<file path="src/rtl/frame_buf_sched_pkg.sv">
// Shared types and helpers for the triple-buffer frame scheduler.
// Buffer lifecycle states, AXI burst size and buffer base-address arithmetic.
package frame_buf_sched_pkg;

   localparam int unsigned BURST_BYTES = 128;
   localparam int unsigned IDX_W       = 3;

   typedef enum logic [1:0] {
      BUF_FREE    = 2'd0,
      BUF_WRITING = 2'd1,
      BUF_READY   = 2'd2,
      BUF_READING = 2'd3
   } buf_state_t;

   function automatic logic [31:0] buf_base(input logic [IDX_W-1:0] idx,
                                            input logic [31:0]       base,
                                            input logic [31:0]       frame_bytes);
      return base + 32'(idx) * frame_bytes;
   endfunction

endpackage

</file>
<file path="src/rtl/frame_buf_pick.sv">
// Lowest-index search over the buffer state array for a requested state.
// Purely combinational; o_found is low when no entry matches.
module frame_buf_pick
   import frame_buf_sched_pkg::*;
#(
   parameter int unsigned NBUF = 3
) (
   input  buf_state_t [NBUF-1:0] i_states,
   input  buf_state_t            i_match,
   output logic                  o_found,
   output logic [IDX_W-1:0]      o_idx
);

   localparam int unsigned IW = $clog2(NBUF);

   always_comb begin
      o_found = 1'b0;
      o_idx   = '0;
      for (int unsigned i = 0; i < NBUF; i++) begin
         if (!o_found && i_states[IW'(i)] == i_match) begin
            o_found = 1'b1;
            o_idx   = IDX_W'(i);
         end
      end
   end

endmodule

</file>
<file path="src/rtl/frame_buf_sched.sv">
// Frame buffer scheduler: rotates NBUF DDR frame buffers between writer and reader
// on each vsync rising edge, promoting a buffer only after all its bursts got OKAY.
module frame_buf_sched
   import frame_buf_sched_pkg::*;
#(
   parameter int unsigned NBUF        = 3,
   parameter logic [31:0] BASE        = 32'h2000_0000,
   parameter int unsigned FRAME_BYTES = 6220800
) (
   input  logic             clk_i,
   input  logic             rst_ni,
   input  logic             vs_i,
   input  logic             en_i,
   input  logic             aw_fire_i,
   input  logic             b_fire_i,
   input  logic [1:0]       bresp_i,
   input  logic             ar_fire_i,
   output logic             wen_o,
   output logic             ren_o,
   output logic [31:0]      wbase_o,
   output logic [31:0]      rbase_o,
   output logic [IDX_W-1:0] wr_idx_o,
   output logic [IDX_W-1:0] rd_idx_o,
   output logic             repeat_o,
   output logic             drop_o,
   output logic             err_o
);

   localparam int unsigned NBURST = FRAME_BYTES / BURST_BYTES;
   localparam int unsigned CW     = $clog2(NBURST + 1);
   localparam int unsigned IW     = $clog2(NBUF);
   localparam logic [CW-1:0] NB   = CW'(NBURST);

   if (NBUF < 3 || NBUF > 8) begin : g_nbuf_chk
      $error("frame_buf_sched: NBUF must be within 3..8");
   end
   if (64'(BASE) + 64'(NBUF) * 64'(FRAME_BYTES) > 64'h1_0000_0000) begin : g_wrap_chk
      $error("frame_buf_sched: buffer region wraps the 32-bit address space");
   end

   buf_state_t [NBUF-1:0] r_state, w_state_mid, w_state_n;
   logic                  r_vs, r_started, r_valid_rd, r_bad, r_err;
   logic [CW-1:0]         r_aw_cnt, r_b_cnt, r_ar_cnt;
   logic [IDX_W-1:0]      r_wr_idx, r_rd_idx;
   logic                  r_wen, r_ren, r_repeat, r_drop;
   logic [31:0]           r_wbase, r_rbase;

   logic                  w_vs_rise, w_complete, w_bad_inc;
   logic [CW-1:0]         w_aw_inc, w_b_inc, w_ar_inc;
   logic [CW-1:0]         w_aw_n, w_b_n, w_ar_n;
   logic                  w_bad_n, w_err_n, w_started_n, w_valid_rd_n;
   logic [IDX_W-1:0]      w_wr_idx_n, w_rd_idx_n;
   logic                  w_repeat_n, w_drop_n, w_wen_n, w_ren_n;
   logic [31:0]           w_wbase_n, w_rbase_n;
   logic                  w_ready_found, w_free_found, w_rdy_found;
   logic [IDX_W-1:0]      w_ready_idx, w_free_idx, w_rdy_idx;

   frame_buf_pick #(.NBUF(NBUF)) u_pick_ready (
      .i_states (r_state),
      .i_match  (BUF_READY),
      .o_found  (w_ready_found),
      .o_idx    (w_ready_idx)
   );

   frame_buf_pick #(.NBUF(NBUF)) u_pick_free (
      .i_states (w_state_mid),
      .i_match  (BUF_FREE),
      .o_found  (w_free_found),
      .o_idx    (w_free_idx)
   );

   // State register
   always_ff @(posedge clk_i or negedge rst_ni) begin
      if (!rst_ni) begin
         for (int unsigned i = 0; i < NBUF; i++) begin
            r_state[IW'(i)] <= (i == 0) ? BUF_WRITING : BUF_FREE;
         end
         r_vs       <= 1'b0;
         r_started  <= 1'b0;
         r_valid_rd <= 1'b0;
         r_bad      <= 1'b0;
         r_err      <= 1'b0;
         r_aw_cnt   <= '0;
         r_b_cnt    <= '0;
         r_ar_cnt   <= '0;
         r_wr_idx   <= '0;
         r_rd_idx   <= '0;
         r_wen      <= 1'b0;
         r_ren      <= 1'b0;
         r_repeat   <= 1'b0;
         r_drop     <= 1'b0;
         r_wbase    <= BASE;
         r_rbase    <= BASE;
      end else begin
         r_state    <= w_state_n;
         r_vs       <= vs_i;
         r_started  <= w_started_n;
         r_valid_rd <= w_valid_rd_n;
         r_bad      <= w_bad_n;
         r_err      <= w_err_n;
         r_aw_cnt   <= w_aw_n;
         r_b_cnt    <= w_b_n;
         r_ar_cnt   <= w_ar_n;
         r_wr_idx   <= w_wr_idx_n;
         r_rd_idx   <= w_rd_idx_n;
         r_wen      <= w_wen_n;
         r_ren      <= w_ren_n;
         r_repeat   <= w_repeat_n;
         r_drop     <= w_drop_n;
         r_wbase    <= w_wbase_n;
         r_rbase    <= w_rbase_n;
      end
   end

   // Burst counters; fires in the vsync cycle only feed the completion test
   always_comb begin
      w_vs_rise = vs_i & ~r_vs;
      w_aw_inc  = (aw_fire_i && r_aw_cnt < NB) ? r_aw_cnt + CW'(1) : r_aw_cnt;
      w_b_inc   = (b_fire_i && r_b_cnt < r_aw_cnt) ? r_b_cnt + CW'(1) : r_b_cnt;
      w_ar_inc  = (ar_fire_i && r_ar_cnt < NB) ? r_ar_cnt + CW'(1) : r_ar_cnt;
      w_bad_inc = r_bad | (b_fire_i & bresp_i[1]);
      w_complete = (w_b_inc == NB) & ~w_bad_inc;
      w_aw_n    = w_vs_rise ? '0 : w_aw_inc;
      w_b_n     = w_vs_rise ? '0 : w_b_inc;
      w_ar_n    = w_vs_rise ? '0 : w_ar_inc;
      w_bad_n   = w_vs_rise ? 1'b0 : w_bad_inc;
      w_err_n   = r_err | (b_fire_i & bresp_i[1]);
      w_started_n = r_started | w_vs_rise;
   end

   // Retire the written frame, then hand the newest READY frame to the reader
   always_comb begin
      w_state_mid  = r_state;
      w_drop_n     = 1'b0;
      w_repeat_n   = 1'b0;
      w_rd_idx_n   = r_rd_idx;
      w_valid_rd_n = r_valid_rd;
      w_rdy_found  = 1'b0;
      w_rdy_idx    = '0;
      if (w_vs_rise) begin
         if (w_complete) begin
            if (w_ready_found) begin
               w_state_mid[IW'(w_ready_idx)] = BUF_FREE;
               w_drop_n = 1'b1;
            end
            w_state_mid[IW'(r_wr_idx)] = BUF_READY;
            w_rdy_found = 1'b1;
            w_rdy_idx   = r_wr_idx;
         end else begin
            w_state_mid[IW'(r_wr_idx)] = BUF_FREE;
            w_drop_n    = (w_aw_inc != '0);
            w_rdy_found = w_ready_found;
            w_rdy_idx   = w_ready_idx;
         end
         if (w_rdy_found) begin
            if (r_valid_rd) begin
               w_state_mid[IW'(r_rd_idx)] = BUF_FREE;
            end
            w_state_mid[IW'(w_rdy_idx)] = BUF_READING;
            w_rd_idx_n   = w_rdy_idx;
            w_valid_rd_n = 1'b1;
         end else begin
            w_repeat_n = r_valid_rd;
         end
      end
   end

   // Writer takes the lowest free buffer
   always_comb begin
      w_state_n  = w_state_mid;
      w_wr_idx_n = r_wr_idx;
      if (w_vs_rise && w_free_found) begin
         w_state_n[IW'(w_free_idx)] = BUF_WRITING;
         w_wr_idx_n = w_free_idx;
      end
   end

   // Registered engine gates and buffer bases
   always_comb begin
      w_wen_n   = en_i & w_started_n & (w_aw_n < NB);
      w_ren_n   = en_i & w_valid_rd_n & (w_ar_n < NB);
      w_wbase_n = buf_base(w_wr_idx_n, BASE, 32'(FRAME_BYTES));
      w_rbase_n = buf_base(w_rd_idx_n, BASE, 32'(FRAME_BYTES));
   end

   assign wen_o    = r_wen;
   assign ren_o    = r_ren;
   assign wbase_o  = r_wbase;
   assign rbase_o  = r_rbase;
   assign wr_idx_o = r_wr_idx;
   assign rd_idx_o = r_rd_idx;
   assign repeat_o = r_repeat;
   assign drop_o   = r_drop;
   assign err_o    = r_err;

endmodule

</file>
<file path="config.mk">
export PLATFORM = sky130hd
export DESIGN_NAME = frame_buf_sched
export DESIGN_NICKNAME = d
export VERILOG_FILES = /design/src/rtl/frame_buf_sched_pkg.sv /design/src/rtl/frame_buf_pick.sv /design/src/rtl/frame_buf_sched.sv
export SDC_FILE = /design/constraint.sdc
export NUM_CORES = 1
export LEC_CHECK = 0
export ABC_AREA = 1
export CAP_MARGIN = 40
export CORE_MARGIN = 2
export CORE_UTILIZATION = 50
export CTS_CLUSTER_SIZE = 12
export DETAILED_ROUTE_END_ITERATION = 8
export HOLD_SLACK_MARGIN = 0.12
export PLACE_DENSITY = 0.73
export SLEW_MARGIN = 20
export SYNTH_ARGS = -nofsm -noshare
export SYNTH_HDL_FRONTEND = slang
export SYNTH_SLANG_ARGS = --single-unit
</file>
<file path="constraint.sdc">
create_clock -name clk_i -period 8.4 [get_ports clk_i]
set_clock_uncertainty 0.2 [all_clocks]
set_input_delay 0.84 -clock clk_i [delete_from_list [all_inputs] [get_ports clk_i]]
set_output_delay 0.84 -clock clk_i [all_outputs]
set_load 0.05 [all_outputs]
</file>
Word-level counts from Yosys, hierarchy flattened
Cells that the tools add are included.
- register bits after elaboration: 133
- latch bits: 0
- memory bits (writable): 0
- memory bits (read-only): 0
- word-level logic and storage cells: 143
- memories kept: 0
- add/subtract/negate cells: 5
- $mul: 2
- div/mod/pow operators: 0
- $lt $le $gt $ge: 15
- equality and inequality tests: 4
- shift-type cells: 0
- mux-type cells: 52
- bitwise operators: 25
- reduce and logical (&&, ||, !) cells: 21
- operators with widths (kind ; number):
    two-way mux 16 bit ; 6
    two-way mux 6 bit ; 11
    less-than comparator 16 bit, second input constant ; 4
    adder 30 x 26 -> 31 bit, first input constant ; 2
    adder 16 x 1 -> 16 bit, second input constant ; 3
    multiplier 3 x 13 -> 16 bit, second input constant ; 2
    demux 2 bit (select 2 bit) ; 5
    AND 6 bit ; 3
    two-way mux 1 bit ; 18
    NOT 6 bit ; 3
    equality test 16 bit, second input constant ; 1
    less-than comparator 16 bit ; 1
    nonzero test 16 bit ; 1
    less-than comparator 2 x 3 -> 1 bit, second input constant ; 5
    two-way mux 3 bit ; 5
    two-way mux 2 bit ; 7
    logical AND 1 bit ; 13
    greater-or-equal comparator 2 x 1 -> 1 bit, second input constant ; 5
    AND 1 bit ; 7
    AND 3 bit ; 2
    equality test 2 bit, second input constant ; 3
    logical NOT 2 bit ; 3
    NOT 3 bit ; 2
    bitwise OR 3 bit ; 2
    4 further kinds ; 10

Longest topological paths before layout
Gate-level depths: netlist of run 1.
- depth after elaboration: 42
- gate-level depth with buffers: 45
- depth with buffers taken out: 44

Cells and area by module
Synthesis of run 1 repeated with hierarchy kept, for this count alone.
- cell total of the unflattened synthesis: 923
- area total of the unflattened synthesis: 6999.2 µm²
- by module, submodules not included (module ; times used ; cells each ; area an instance (µm²)):
    frame_buf_sched ; 1 ; 871 ; 6751.5
    frame_buf_pick ; 2 ; 26 ; 123.9

Worst setup path before layout of run 1
OpenSTA, ideal clock, no wires.
- path kind: register to register
- start: reg r_aw_cnt[9]
- end: reg r_wbase[23] (netlist: wbase_o[23])
- setup time: 0.079 ns
- data arrival time: 5.083 ns
- path slack: 3.038 ns
- cell stages (with the launch flop): 37
- path buffers: 2
- cell sequence: dfrtp_1 inv_1 ha_1 nand2_1 inv_1 o21ai_1 a21oi_1 nor2_2 buf_2 nand3_1 nand2_1 nand2_1 nor2_1 nand2_2 nor2_4 nand3_2 nand2_2 nand2_2 inv_2 nand2_1 nand3_1 o21ai_1 nand2_1 nand2_2 nand2_1 inv_1 ha_1 ha_1 or2_1 ha_1 clkbuf_1 nand2_1 o311ai_0 a21o_1 a21oi_1 o21ai_0 xor2_1
- cells in the longest elaborated chain, start to end: 26
- elaborated cells on any way between the ends: 39
- RTL lines (element ; line ; RTL):
    from (decl) ; frame_buf_sched.sv:43 ; logic [CW-1:0] r_aw_cnt, r_b_cnt, r_ar_cnt;
    from (signal assigned) ; frame_buf_sched.sv:101 ; r_aw_cnt <= w_aw_n;
    less-than comparator 16 bit * ; frame_buf_sched.sv:119 ; w_b_inc = (b_fire_i && r_b_cnt < r_aw_cnt) ? r_b_cnt + CW'(1) : r_b_cnt;
    logical AND 1 bit * ; frame_buf_sched.sv:119 ;
    two-way mux 16 bit * ; frame_buf_sched.sv:119 ;
    equality test 16 bit * ; frame_buf_sched.sv:122 ; w_complete = (w_b_inc == NB) & ~w_bad_inc;
    AND 1 bit * ; frame_buf_sched.sv:122 ;
    two-way mux 3 bit or two-way mux 6 bit (tied branches) ; frame_buf_sched.sv:141 ; if (w_complete) begin
    two-way mux 3 bit or two-way mux 6 bit (tied branches) ; frame_buf_sched.sv:140 ; if (w_vs_rise) begin
    less-than comparator 2 x 3 -> 1 bit (not written as such), or another cell as far along ; frame_buf_sched.sv:159 ; w_state_mid[IW'(w_rdy_idx)] = BUF_READING;
    (+12 left out) ; -- ;
    logical AND 1 bit ; frame_buf_pick.sv:20 ; if (!o_found && i_states[IW'(i)] == i_match) begin
    two-way mux 1 bit ; frame_buf_pick.sv:20 ;
    logical AND 1 bit ; frame_buf_sched.sv:172 ; if (w_vs_rise && w_free_found) begin
    two-way mux 3 bit * ; frame_buf_sched.sv:172 ;
    via w_wr_idx_n[1] ; frame_buf_sched.sv:52 ; logic [IDX_W-1:0] w_wr_idx_n, w_rd_idx_n;
    multiplier 3 x 13 -> 16 bit * ; frame_buf_sched_pkg.sv:18 ; return base + 32'(idx) * frame_bytes;
    adder 30 x 26 -> 31 bit * ; frame_buf_sched_pkg.sv:18 ;
    via w_wbase_n[23] ; frame_buf_sched.sv:54 ; logic [31:0] w_wbase_n, w_rbase_n;
    to (signal assigned) ; frame_buf_sched.sv:110 ; r_wbase <= w_wbase_n;
    to (decl) ; frame_buf_sched.sv:46 ; logic [31:0] r_wbase, r_rbase;
The timed path passes the listed nets; every way through them passes the cells marked *. The select of a mux whose other input is x is not followed.

Final worst setup path of run 1
- start: in b_fire_i
- end: reg r_wbase[24] (netlist: wbase_o[24])
- cells in the longest elaborated chain, start to end: 25
- elaborated cells on any way between the ends: 41
- RTL lines (element ; line ; RTL):
    from (decl) ; frame_buf_sched.sv:15 ; input logic b_fire_i,
    logical AND 1 bit or AND 1 bit (tied branches) ; frame_buf_sched.sv:119, frame_buf_sched.sv:121 ;
    two-way mux 16 bit or bitwise OR 1 bit (tied branches) ; frame_buf_sched.sv:119, frame_buf_sched.sv:121 ;
    equality test 16 bit or NOT 1 bit (tied branches) ; frame_buf_sched.sv:122 ;
    AND 1 bit * ; frame_buf_sched.sv:122 ;
    two-way mux 3 bit or two-way mux 6 bit (tied branches) ; frame_buf_sched.sv:141 ;
    two-way mux 3 bit or two-way mux 6 bit (tied branches) ; frame_buf_sched.sv:140 ;
    less-than comparator 2 x 3 -> 1 bit (not written as such), or another cell as far along ; frame_buf_sched.sv:159 ;
    logical AND 1 bit (not written as such) or two-way mux 6 bit (tied branches) ; frame_buf_sched.sv:159, frame_buf_sched.sv:156 ;
    (+10 left out) ; -- ;
    logical NOT 1 bit ; frame_buf_pick.sv:20 ;
    logical AND 1 bit ; frame_buf_pick.sv:20 ;
    two-way mux 1 bit ; frame_buf_pick.sv:20 ;
    logical AND 1 bit ; frame_buf_sched.sv:172 ;
    two-way mux 3 bit * ; frame_buf_sched.sv:172 ;
    multiplier 3 x 13 -> 16 bit * ; frame_buf_sched_pkg.sv:18 ;
    adder 30 x 26 -> 31 bit * ; frame_buf_sched_pkg.sv:18 ;
    via w_wbase_n[24] ; frame_buf_sched.sv:54 ;
Marked as above.

==> flow_metrics.env, run 1 <==
export IMPL_instance_count_of_the_mapped_netlist=848
export IMPL_timing_critical_path_slowest_stage_cell="sky130_fd_sc_hd__clkdlybuf4s50_1"
export IMPL_final_layout_size_suffix_gt1_share_pct=7.16
export IMPL_die_w_um=119
export IMPL_worst_relative_slew_slack_pct=48.4
export IMPL_placeableCoreArea_um2=12700
export IMPL_fillerInstances=1226
export IMPL_cts_tree="yes"
export IMPL_ys_types=47
export IMPL_drc_errors=0
export IMPL_holdPathStages=1
export IMPL_grt_use_total_pct=21.1
export IMPL_post_cts_resize_count=0
export IMPL_first_pass_grt_wire_length_um=24400
export IMPL_die_area_um2=14100
export IMPL_final_report_max_slew_violation_count=0
export IMPL_overall_overflow_remaining_after_global_route=0
export IMPL_worst_skew_pair_late_latency_ps=350
export IMPL_num_io_pins=84
export IMPL_antenna_left=0
export IMPL_cts_htree_levels=3
export IMPL_routed_via_count=5402
export IMPL_layout_area_overhead_vs_synth_pct=11.7
export IMPL_starting_density_of_the_core_pct=51.8
export IMPL_cpPeakStageDelay_ps=970
export IMPL_irDropWorstVdd_v=0.000271
export IMPL_ys_seq_area_share_pct=37.6
export IMPL_synth_warning_count=0
export IMPL_diodes=0
export IMPL_totalNegativeSetupSlack_ps=0
export IMPL_grt_setup_unrepaired="false"
export IMPL_chipHeight_um=119
export IMPL_p_leak_nw=3.57
export IMPL_ys_async_sr_fraction_pct=100
export IMPL_postSynthRegisterBits=99
export IMPL_core_rowCount=41
export IMPL_timing_final_crit_period_ps=6520
export IMPL_number_of_buffers_created_by_cts=9
export IMPL_worst_path_most_repeated_cell="sky130_fd_sc_hd__nand2_1"
export IMPL_drv_max_cap_violation_count=0
export IMPL_crit_path_end_kind="register"
export IMPL_timing_worst_setup_path_type="in -> reg"
export IMPL_multi_input_area_um2=3410
export IMPL_cts_root_buf="sky130_fd_sc_hd__clkbuf_16"
export IMPL_place_hpwl_um=10300
export IMPL_most_instantiated_flip_flop_cell_in_the_synthesis_netlist="sky130_fd_sc_hd__dfrtp_1"
export IMPL_worst_endpoint_arrival_ps=6610
export IMPL_crit_required_ps=8500
export IMPL_regArea_um2=2480
export IMPL_min_path_type="reg -> reg"
export IMPL_power_density_nw_per_um2=341
export IMPL_viasPerCell=5.07
export IMPL_finalSetupViolations=0
export IMPL_grt_start_max_net_pins=55
export IMPL_synth_edff_count=0
export IMPL_port_buffer_count=50
export IMPL_dr_pass1_iters=4
export IMPL_gp_congestion=0.901
export IMPL_cp_start_kind="primary input"
export IMPL_clock_tree_buffer_depth=2
export IMPL_cts_post_setup_buffers_inserted=0
export IMPL_mappedNetlistArea_um2=6590
export IMPL_status="finished, final reports clean"
export IMPL_grt_antenna_before_repair=0
export IMPL_dr_first_iter_drc_count=261
export IMPL_design_final_nets=941
export IMPL_worst_slew_pin_transition_ps=772
export IMPL_finalWirelength_um=14100
export IMPL_routed_wire_per_std_cell_um=13.2
export IMPL_finalHoldViolations=0
export IMPL_final_util_pct=57.9
export IMPL_max_freq_mhz=153
export IMPL_fin_crit_sh_pct=77.6
export IMPL_cts_sinks=99
export IMPL_cts_hold_buf=0
export IMPL_path_clk_slew_ps=70
export IMPL_critical_path_peak_fanout=18
export IMPL_grt_pass1_vias=5189
export IMPL_r2r_worst_path_cells=39
export IMPL_synth_area_per_cell_um2=7.77
## stage by stage
stage                     cell area, µm²  hold WS (ps)  worst slack (ps)  instances  power, W
after floorplan                     6700           226              3040        878   0.00178
after global placement              7090           239              1710       1050   0.00210
after detailed placement            7090           238              1620       1050   0.00212
after CTS                           7360           255              1900       1066   0.00253
after global routing                7360           291              1110       1066   0.00271
final                               7360           250              1880       1066   0.00251
## power by group
group / switching (W) / internal [W] / leakage, nW
clock network: 0.000183 / 0.000203 / 0.135
registers: 0.0000771 / 0.000597 / 1.24
logic: 0.000979 / 0.000474 / 2.19
total: 0.00124 / 0.00127 / 3.57
## routing by layer
layer / share of wire [%] / routed length (µm) / global-route usage (%) / vias to the layer above
met5: 0 / 0 / 0 / -
met4: 1.8 / 257 / 7.51 / 0
met3: 4.2 / 599 / 3.33 / 18
met2: 46 / 6500 / 33.5 / 120
met1: 48 / 6760 / 29.2 / 2534
li1: - / - / - / 2730
## kinds of logic (layout without fill, tap and decap cells)
group	after synthesis	count (layout)	synth area share [%]
AOI/OAI and AO/OA	82	82	6.93
xor gates and xnor gates	49	49	6.51
adders and majority gates	43	43	8.73
buffers and inverters	177	193	12.5
DFF	99	99	37.6
other	2	32	0.114
and+or+nand+nor	396	396	27.6
## worst max-delay path, delay by kind of cell
family	cells	cell delay, ps
fa+ha+maj	3	900
compound gates	4	1240
simple gates	22	2040
buf+inv	7	1550
## final cells by class
| class | count | share of cell area (%) |
|---|---|---|
| flip-flops and latches | 99 | 33.7 |
| multi-input cells | 602 | 46.3 |
| clock buffers | 11 | 3.16 |
| clock inverters | 5 | 0.527 |
| inverters | 124 | 6.32 |
| well taps | 172 | 2.92 |
| repair buffers | 53 | 7.07 |
## Yosys cell counts (all sizes together), types with 8 or more instances
| library cell | number | area share [%] |
|---|---|---|
| a21oi | 37 | 2.8 |
| buf | 43 | 4.8 |
| clkbuf | 10 | 0.57 |
| dfrtp | 98 | 37 |
| ha | 38 | 7.2 |
| inv | 122 | 6.9 |
| nand2 | 173 | 11 |
| nand3 | 36 | 3.2 |
| nand4 | 33 | 3.1 |
| nor2 | 121 | 7.4 |
| nor3 | 22 | 1.7 |
| o21ai | 26 | 2.0 |
| xnor2 | 8 | 1.1 |
| xor2 | 41 | 5.4 |
## final timing paths
kind                        startpoint          end  slack (ps)
setup / recovery              b_fire_i  wbase_o[24]        1880
hold / removal               r_started    r_started         250
setup reg to reg           r_aw_cnt[9]  wbase_o[24]        1980
hold reg to reg              r_started    r_started         250
max in group asynchronous       rst_ni  r_ar_cnt[2]        6620
min in group asynchronous       rst_ni  wbase_o[17]         270
## placed cells by master (no fill, tap or decap), types with 8 or more instances in the layout
master                            synthesis  layout
sky130_fd_sc_hd__o21ai_0                 22      22
sky130_fd_sc_hd__a21oi_1                 37      37
sky130_fd_sc_hd__nand2_2                 22      22
sky130_fd_sc_hd__nand4_1                 33      33
sky130_fd_sc_hd__xnor2_1                  8       8
sky130_fd_sc_hd__nor2_1                 113     112
sky130_fd_sc_hd__clkdlybuf4s50_1          0      49
sky130_fd_sc_hd__ha_1                    38      38
sky130_fd_sc_hd__nor3_1                  22      22
sky130_fd_sc_hd__inv_1                  118     118
sky130_fd_sc_hd__dfrtp_1                 98      98
sky130_fd_sc_hd__nand2_1                147     147
sky130_fd_sc_hd__conb_1                   2      32
sky130_fd_sc_hd__xor2_1                  41      41
sky130_fd_sc_hd__nand3_1                 32      32
sky130_fd_sc_hd__clkbuf_16                0       9
## state kept, by name (all words and copies together), names as in the netlist
register,cells
drop_o,1
err_o,1
r_ar_cnt,16
r_aw_cnt,16
r_b_cnt,16
r_bad,1
r_started,1
r_state,6
r_valid_rd,1
r_vs,1
rbase_o,15
rd_idx_o,3
ren_o,1
repeat_o,1
wbase_o,15
wen_o,1
wr_idx_o,3
Power figures use the tool's default switching activity.
==> run 2, diff against run 1 <==
Clock period 8.4 ns to 6.5 ns, I/O delays scaled along.
==> run 2 against run 1 <==
Compared with the run above:
- die area did not move
- via count fell by 0.89%
- register-to-register slack got worse by 1500 ps
- flip-flop and latch count did not move
- critical path depth did not move
- first-iteration DRC count rose by 27%
- clock power rose by 29%
- count of clock-buffer cells in the layout did not move
- final cell count rose by 0.84%
- combinational power rose by 34%
- critical endpoint is now wbase_o[23]
==> flow_metrics.env, run 2 (synthesis gave the netlist of run 1 again) <==
export IMPL_finalHoldViolations=0
export IMPL_drc_errors=0
export IMPL_port_buffer_count=50
export IMPL_cpPeakStageDelay_ps=450
export IMPL_post_place_cells=1057
export IMPL_core_rowCount=41
export IMPL_worst_endpoint_arrival_ps=6070
export IMPL_grt_busiest_layer="met2"
export IMPL_finalSetupViolations=0
export IMPL_number_of_buffers_created_by_cts=9
export IMPL_total_power_w=0.00331
export IMPL_chipHeight_um=119
export IMPL_cts_sinks=99
export IMPL_die_w_um=119
export IMPL_antenna_left=0
export IMPL_layout_area_overhead_vs_synth_pct=13.6
export IMPL_design_final_nets=951
export IMPL_power_switching_fraction_pct=49.0
export IMPL_most_used_cells_in_the_layout_excluding_fill_and_tap_cells="sky130_fd_sc_hd__nand2_1, sky130_fd_sc_hd__inv_1, sky130_fd_sc_hd__nor2_1"
export IMPL_worst_skew_pair_late_latency_ps=350
export IMPL_r2r_start="r_aw_cnt[9]"
export IMPL_path_clk_slew_ps=60
export IMPL_clock_power_share_pct=15.0
export IMPL_grt_setup_unrepaired="true"
export IMPL_diodes=0
export IMPL_pre_cts_ws_ps=297
export IMPL_drv_max_cap_violation_count=0
export IMPL_power_switching_w=0.00162
export IMPL_power_sequential_fraction_pct=26.4
export IMPL_finalWirelength_um=14000
export IMPL_starting_density_of_the_core_pct=51.8
export IMPL_first_pass_grt_wire_length_um=24000
export IMPL_holdPathStages=1
export IMPL_die_area_um2=14100
export IMPL_cts_htree_levels=3
export IMPL_layout_cells_non_filler=1075
export IMPL_timing_worst_setup_path_type="reg -> reg"
export IMPL_status="finished, final reports clean"
export IMPL_worst_path_most_repeated_cell="sky130_fd_sc_hd__nand2_1"
export IMPL_grt_use_total_pct=20.8
export IMPL_global_route_usage_met1_pct=29.4
export IMPL_grt_start_max_net_pins=63
export IMPL_crit_required_ps=6570
export IMPL_placeableCoreArea_um2=12700
export IMPL_worst_setup_path_startpoint="r_aw_cnt[9]"
export IMPL_combPwrFrac_pct=58.6
export IMPL_gp_congestion=0.896
export IMPL_r2r_worst_path_cells=36
export IMPL_layout_cells_most_common="sky130_fd_sc_hd__nand2_1"
export IMPL_num_io_pins=84
export IMPL_worst_slew_pin_transition_ps=600
export IMPL_final_layout_size_suffix_gt1_share_pct=8.53
export IMPL_place_hpwl_um=10300
export IMPL_max_freq_mhz=167
export IMPL_worst_relative_slew_slack_pct=60.0
export IMPL_power_density_nw_per_um2=442
export IMPL_grt_pass1_vias=5039
export IMPL_gr_usage_met3_pct=4.25
export IMPL_timing_critical_path_slowest_stage_cell="sky130_fd_sc_hd__dfrtp_1"
export IMPL_grt_antenna_before_repair=0
export IMPL_clock_tree_buffer_depth=2
export IMPL_cts_tree="yes"
export IMPL_global_route_usage_met2_pct=32.0
export IMPL_irDropWorstVdd_v=0.000391
export IMPL_layout_setup_ws_ps=501
export IMPL_timing_final_crit_period_ps=6000
export IMPL_overall_overflow_remaining_after_global_route=0
export IMPL_routed_via_count=5354
export IMPL_crit_path_end_kind="register"
export IMPL_reg_top3="r_ar_cnt: 16 flops, r_aw_cnt: 16 flops, r_b_cnt: 16 flops"
export IMPL_cp_start_kind="register"
export IMPL_fin_crit_sh_pct=92.3
export IMPL_final_report_max_slew_violation_count=0
export IMPL_min_path_type="reg -> reg"
export IMPL_viasPerCell=4.98
export IMPL_routed_wire_per_std_cell_um=13.1
export IMPL_p_leak_nw=3.62
export IMPL_dr_pass1_iters=5
export IMPL_internal_power_w=0.00169
export IMPL_cts_root_buf="sky130_fd_sc_hd__clkbuf_16"
export IMPL_worst_hold_startpoint="r_started"
export IMPL_critical_path_peak_fanout=19
export IMPL_dr_first_iter_drc_count=332
==> run 2: worst max-delay path: cells and delay by family, from the launching register on <==
family | cells | cell delay (ps)
AO/OA/AOI/OAI | 7 | 890
XOR/XNOR | 1 | 160
adder cells (fa/ha/maj) | 4 | 1250
buffers and inverters | 4 | 430
flip-flops | 1 | 450
AND/OR/NAND/NOR | 20 | 2480
==> run 2: path summary, 6_finish.rpt <==
kind                                to  slack, ps
min in group asynchronous  wbase_o[18]        600
max                        wbase_o[23]        500
min                          r_started        250
max reg2reg                wbase_o[23]        500
min reg2reg                  r_started        250
max in group asynchronous        err_o       4560
==> run 2: layout make-up <==
type / count / area (µm²)
Fill cell: 1212 / 5230
Multi-Input combinational cell: 603 / 3450
Sequential cell: 99 / 2480
Timing Repair Buffer: 62 / 607
Inverter: 124 / 465
Clock buffer: 11 / 243
Tap cell: 172 / 215
Clock inverter: 4 / 26.3
==> run 2: power groups by stage <==
stage | Combinational, W | Clock (W) | Sequential [W]
3_5_place_dp | 0.00186 | 0 | 0.000882
4_1_cts | 0.00189 | 0.000511 | 0.000873
5_1_grt | 0.00214 | 0.000538 | 0.000890
6_report | 0.00194 | 0.000497 | 0.000872
2_1_floorplan | 0.00114 | 0 | 0.00116
3_3_place_gp | 0.00185 | 0 | 0.000881
==> run 2: per-layer routing <==
metal,share of wire [%],up-vias
met2,45,127
met1,49,2470
met5,0,-
li1,-,2744
met3,4.4,13
met4,1.5,0
==> run 2: what timing repair did <==
action	CTS	global route
gates resized for setup	0	11
hold buffers	1	0
endpoints found under the setup margin	0	6
setup buffers	0	0
endpoints found under the hold margin	36	0
==> run 2: stage by stage <==
| step | util, % | hold slack [ps] | setup TNS [ps] | area [µm²] |
|---|---|---|---|---|
| detailed placement | 56.1 | 238 | 0 | 7140 |
| CTS | 58.3 | 253 | 0 | 7420 |
| global route | 58.9 | 278 | -41.4 | 7490 |
| floorplan | - | 154 | 0 | 6700 |
| global placement | 56.1 | 236 | 0 | 7140 |
| finish | 58.9 | 251 | 0 | 7490 |
